### src/rtl/ysyx_23060332_lsu.sv
// Load/store unit: decodes one execute-stage memory request, runs it over a
// valid/ready request/response bus and returns extended load data to writeback.
module ysyx_23060332_lsu #(
    parameter int ADDR_W  = 32,
    parameter int TIMEOUT = 256
) (
    input  logic              clk,
    input  logic              rst_n,
    input  logic              req_valid,
    output logic              req_ready,
    input  logic              req_ren,
    input  logic              req_wen,
    input  logic [ADDR_W-1:0] req_addr,
    input  logic [31:0]       req_wdata,
    input  logic [2:0]        req_func3,
    output logic              bus_req_valid,
    input  logic              bus_req_ready,
    output logic [ADDR_W-1:0] bus_addr,
    output logic              bus_wen,
    output logic [31:0]       bus_wdata,
    output logic [3:0]        bus_wstrb,
    input  logic              bus_resp_valid,
    output logic              bus_resp_ready,
    input  logic [31:0]       bus_rdata,
    input  logic              bus_resp_err,
    output logic              resp_valid,
    input  logic              resp_ready,
    output logic [31:0]       resp_rdata,
    output logic              resp_err
);

    localparam int CNT_W = (TIMEOUT > 1) ? $clog2(TIMEOUT) : 1;
    localparam logic [CNT_W-1:0] TO_LAST = CNT_W'((TIMEOUT > 0) ? TIMEOUT - 1 : 0);

    typedef enum logic [1:0] {S_IDLE, S_REQ, S_WAIT, S_DONE} state_t;

    state_t             r_state;
    state_t             w_next;
    logic [ADDR_W-1:0]  r_addr;
    logic [2:0]         r_func3;
    logic [31:0]        r_wdata;
    logic               r_wen;
    logic [31:0]        r_rdata;
    logic               r_err;
    logic [CNT_W-1:0]   r_cnt;

    logic               w_accept;
    logic               w_f3_ok;
    logic               w_misalign;
    logic               w_local_err;
    logic               w_go_bus;
    logic               w_timeout;
    logic               w_in_req;
    logic [3:0]         w_strb;
    logic [31:0]        w_wdata;
    logic [31:0]        w_shift;
    logic [31:0]        w_load;

    assign w_accept = req_valid && (r_state == S_IDLE);

    always_comb begin
        w_f3_ok = 1'b0;
        if (req_ren)
            w_f3_ok = (req_func3 == 3'b000) || (req_func3 == 3'b001) || (req_func3 == 3'b010) ||
                      (req_func3 == 3'b100) || (req_func3 == 3'b101);
        else if (req_wen)
            w_f3_ok = (req_func3 == 3'b000) || (req_func3 == 3'b001) || (req_func3 == 3'b010);
    end

    // func3[1:0] encodes the access size for every legal load/store code
    always_comb begin
        w_misalign = 1'b0;
        case (req_func3[1:0])
            2'b01:   w_misalign = req_addr[0];
            2'b10:   w_misalign = (req_addr[1:0] != 2'b00);
            default: w_misalign = 1'b0;
        endcase
    end

    assign w_local_err = (req_ren && req_wen) || ((req_ren || req_wen) && (!w_f3_ok || w_misalign));
    assign w_go_bus    = (req_ren || req_wen) && !w_local_err;
    assign w_timeout   = (TIMEOUT != 0) && (r_cnt == TO_LAST);

    always_ff @(posedge clk or negedge rst_n) begin
        if (!rst_n)
            r_state <= S_IDLE;
        else
            r_state <= w_next;
    end

    always_comb begin
        w_next = r_state;
        case (r_state)
            S_IDLE: if (w_accept) w_next = w_go_bus ? S_REQ : S_DONE;
            S_REQ:  if (bus_req_ready) w_next = S_WAIT;
            S_WAIT: if (bus_resp_valid || w_timeout) w_next = S_DONE;
            S_DONE: if (resp_ready) w_next = S_IDLE;
            default: w_next = S_IDLE;
        endcase
    end

    always_ff @(posedge clk or negedge rst_n) begin
        if (!rst_n) begin
            r_addr  <= '0;
            r_func3 <= '0;
            r_wdata <= '0;
            r_wen   <= 1'b0;
            r_rdata <= '0;
            r_err   <= 1'b0;
        end else if (w_accept) begin
            r_addr  <= req_addr;
            r_func3 <= req_func3;
            r_wdata <= req_wdata;
            r_wen   <= req_wen;
            r_rdata <= '0;
            r_err   <= w_local_err;
        end else if (r_state == S_WAIT) begin
            if (bus_resp_valid) begin
                r_rdata <= r_wen ? 32'h0 : w_load;
                r_err   <= bus_resp_err;
            end else if (w_timeout) begin
                r_rdata <= '0;
                r_err   <= 1'b1;
            end
        end
    end

    // Counter is held at zero outside WAIT so it starts fresh on every entry
    always_ff @(posedge clk or negedge rst_n) begin
        if (!rst_n)
            r_cnt <= '0;
        else if (r_state != S_WAIT)
            r_cnt <= '0;
        else
            r_cnt <= r_cnt + 1'b1;
    end

    always_comb begin
        w_strb  = 4'hF;
        w_wdata = r_wdata;
        case (r_func3[1:0])
            2'b00: begin
                w_strb  = 4'b0001 << r_addr[1:0];
                w_wdata = {4{r_wdata[7:0]}};
            end
            2'b01: begin
                w_strb  = 4'b0011 << r_addr[1:0];
                w_wdata = {2{r_wdata[15:0]}};
            end
            default: begin
                w_strb  = 4'hF;
                w_wdata = r_wdata;
            end
        endcase
    end

    assign w_shift = bus_rdata >> {r_addr[1:0], 3'b000};

    always_comb begin
        w_load = w_shift;
        case (r_func3)
            3'b000:  w_load = {{24{w_shift[7]}}, w_shift[7:0]};
            3'b001:  w_load = {{16{w_shift[15]}}, w_shift[15:0]};
            3'b100:  w_load = {24'h0, w_shift[7:0]};
            3'b101:  w_load = {16'h0, w_shift[15:0]};
            default: w_load = w_shift;
        endcase
    end

    assign w_in_req       = (r_state == S_REQ);
    assign req_ready      = (r_state == S_IDLE);
    assign bus_req_valid  = w_in_req;
    assign bus_addr       = w_in_req ? {r_addr[ADDR_W-1:2], 2'b00} : '0;
    assign bus_wen        = w_in_req && r_wen;
    assign bus_wdata      = (w_in_req && r_wen) ? w_wdata : 32'h0;
    assign bus_wstrb      = (w_in_req && r_wen) ? w_strb : 4'h0;
    assign bus_resp_ready = (r_state == S_WAIT);
    assign resp_valid     = (r_state == S_DONE);
    assign resp_rdata     = (r_state == S_DONE) ? r_rdata : 32'h0;
    assign resp_err       = (r_state == S_DONE) && r_err;

endmodule

### config.mk
export PLATFORM = sky130hd
export DESIGN_NAME = ysyx_23060332_lsu
export DESIGN_NICKNAME = d
export VERILOG_FILES = /design/src/rtl/ysyx_23060332_lsu.sv
export SDC_FILE = /design/constraint.sdc
export NUM_CORES = 1
export LEC_CHECK = 0
export CAP_MARGIN = 25
export CORE_MARGIN = 1
export CORE_UTILIZATION = 46
export CTS_CLUSTER_DIAMETER = 100
export DETAILED_ROUTE_END_ITERATION = 10
export PLACE_DENSITY = 0.82
export RECOVER_POWER = 50
export SLEW_MARGIN = 30
export SYNTH_ARGS = -nofsm -noshare
export SYNTH_HDL_FRONTEND = slang
export SYNTH_SLANG_ARGS = --single-unit
### constraint.sdc
create_clock -name clk -period 2.7 [get_ports clk]
set_input_delay 0.54 -clock clk [delete_from_list [all_inputs] [get_ports clk]]
set_output_delay 0.54 -clock clk [all_outputs]
set_load 0.01 [all_outputs]
==> summary.md <==
| Metric | Value |
|---|---|
| Max_cap viols | 0 |
| Worst path top cell family by delay | buffers and inverters |
| Root Buffer | clkbuf_16 |
| Synth area leaders | dfrtp_1, mux2_2, and2_1, mux2i_1, a21oi_1 |
| Ys async rst share | 100% |
| Min-delay worst type | input pin to async pin |
| Crit-path slowest cell | clkdlybuf4s50_1 |
| Sequential cell area fraction in the yosys report | between 40 and 50% |
| Startpoint Class | flop |
| Synth cell count leaders | dfrtp_1, mux2_2, and2_1 |
| CTS tree | yes |
| First drt pass iteration count | 4 |
| CP peak stage delay | 0.56 ns |
| Initial antenna violation count | 1 |
| Initial Util | 47.2% |
| Worst reg2reg startpoint | r_state[0] |
| Final Wtd Congestion | between 0.9 and 1 |
| Worst VDD drop | 0.508 mV |
| Synthesized cell area | approximately 6000 µm² |
| CTS sink count | 111 |
| Reg2Reg Setup Slack | 0.20 ns |
| Gate Count Post-Synth | 562 |
| Largest net degree at the start of global routing | 55 |
| Slew Limit Fails | 0 |
| Worst Skew | 0.00747 ns |
| Reg clk slew, reported paths | ~0.07 ns |
| Post-synth top area cell | dfrtp_1 |
| Sequential cell area | 2780 µm² |
| FF-to-FF path depth | 6 |
| EDFF count, synth | 0 |
| Top cell type's share of synthesized area | 46.5% |
| # port buffers | 211 |
| Finished Core Util | between 60 and 70% |
| WP data required | approximately 2.2 ns |
| Critical Path Fanout Max | 29 |
| Number of H-tree levels | 3 |
| Ratio of cells with drive above 1 in the final layout | approximately 15% |
| Unrepaired setup endpoints after global routing | no |
| GRT Total Usage | 25.8% |
| First-pass GRT wire length | approximately 26,000 µm |
| Hold WS | 0.477 ns |
| DP Cell Count | 922 |
| Worst path bufs/invs | 3 |
| CTS Hold Bufs | 0 |
| Worst-margin pin slew | 1.32 ns |
| Synthesis Warnings | 0 |
| Nets | 877 |
| Final Hold Fails | 0 |
| Setup_tns | 0 ns |
| Outcome | finished clean |
| Chip height | 116 µm |
| # setup viols final | 0 |
| Pre-CTS worst setup slack | 0.0373 ns |
| CP Capture Type | primary output |
| Via density per instance | 5.34 |
| Filler Cell Count | approximately 1,000 |
| Worst skew pair latency | roughly 0.35 ns |
| Multi-input logic area | 2990 µm² |
| Crit path depth | 6 |
| Fin cells | 939 |
| Most frequent cell after synthesis | dfrtp_1 |
| DRT antenna net count | 0 |
| Most common flop cell mapped by yosys | dfrtp_1 |
| Layout area overhead | 43.4% |
| Worst relative slew slack | 11.9% |
| Number of global-route vias before repair | 5,104 |
| HPWL after DPL | between 10,000 and 15,000 µm |
| Synth unique cells | 48 |
| Die W | 116 µm |
| Crit path from | r_state[1] |
| Total grt overflow | 0 |
| CP Cell Sequence | inv_1, ha_2, nand2_1, buf_6, a21oi_1, clkdlybuf4s50_1 |
| Starting DRT DRC Count | 363 |
| Num CTS Buffers | 9 |
| WL per Instance | 17.9 µm |
| Crit share post-route | 97.7% |
| Mean Syn Cell Area | about 11 µm² |
| Fmax | 379 MHz |
| Critical R2R Capture | r_rdata[21] |
| Setup WS post-layout | 0.0626 ns |
| DRC viols | 0 |
| WS Path Type | flop to primary output |
| Minimum clock period | around 2.6 ns |
| Die footprint | ~13,000 µm² |
| Via count | 5,018 |
| Power density over the cells | 970 nW/µm² |
| FF+latch count, synth | 111 |
| CTS Buffer Depth | 2 |
| Worst setup endpoint | bus_wdata[14] |
| Wire length after detailed routing | roughly 17,000 µm |
| Core footprint | ~13,000 µm² |
| CP arrival | about 2.1 ns |
| I/O Pins | 214 |
| Leak | around 3.7 nW |
| Placement Rows | 41 |
-- layer usage --
metal,global-route usage [%],part of all wire (%),up-vias
li1,-,-,2362
met1,31.6,41,2411
met2,42.8,48,217
met3,7.53,8.6,28
met4,10.6,2.6,0
met5,0,0,-
-- report_power, final --
part,switching [mW],leakage [nW],total (mW),internal [mW]
combinational,1.94,2.19,4.09,2.14
sequential,0.508,1.39,2.89,2.38
clock,0.612,0.139,1.34,0.726
-- how the worst min path moves through the flow --
stage	endpoint
5_1_grt	r_rdata[10]
6_report	r_rdata[3]
4_1_cts	r_rdata[3]
2_1_floorplan	r_addr[0]
3_3_place_gp	r_rdata[6]
3_5_place_dp	r_rdata[6]
-- logic make-up after synthesis --
kind of cell,synth area share (%)
buffers and inverters,3.81
AO/OA/AOI/OAI,10.4
other,0.0627
flip-flops,46.5
AND/OR/NAND/NOR,16.7
adder cells (fa/ha/maj),1.67
XOR/XNOR,0.879
multiplexers,20.0
-- final cells by class --
cell class                 count  share of cell area, %
clock inverter                 6                  0.788
tap                          172                   2.51
multi-input combinational    401                   34.9
clock buffer                  10                   2.67
sequential                   111                   32.4
inverter                       9                  0.394
timing repair buffer         229                   26.3
antenna                        1                 0.0292
-- through the flow --
step | power (mW) | cell area, µm²
after floorplan | 5.37 | 5980
after global placement | 6.86 | 8290
after detailed placement | 7.00 | 8290
after CTS | 8.38 | 8590
after global routing | 8.88 | 8570
final | 8.31 | 8570
-- layout by cell type (no fill, tap or decap), types with 11 or more instances in the layout --
cell | netlist | routed
nor2_1 | 36 | 34
a221o_1 | 16 | 16
and2_1 | 72 | 66
a21oi_1 | 35 | 35
clkdlybuf4s50_1 | 0 | 200
dfrtp_1 | 111 | 111
mux2i_1 | 33 | 33
o21ai_0 | 14 | 14
o21ai_1 | 12 | 12
nand2_1 | 38 | 39
mux2_2 | 74 | 74
buf_4 | 2 | 11
-- sequential cells by signal, indices dropped and copies added, names as in the netlist --
name / count
r_addr: 32
r_rdata: 32
r_wdata: 32
r_cnt: 8
r_func3: 3
r_state: 2
r_err: 1
r_wen: 1
-- repair_timing --
action | 4_1_cts | 5_1_grt
setup endpoints to repair | 12 | 15
gates resized for setup | 5 | 10
setup buffers | 0 | 0
Power figures use the tool's default switching activity.
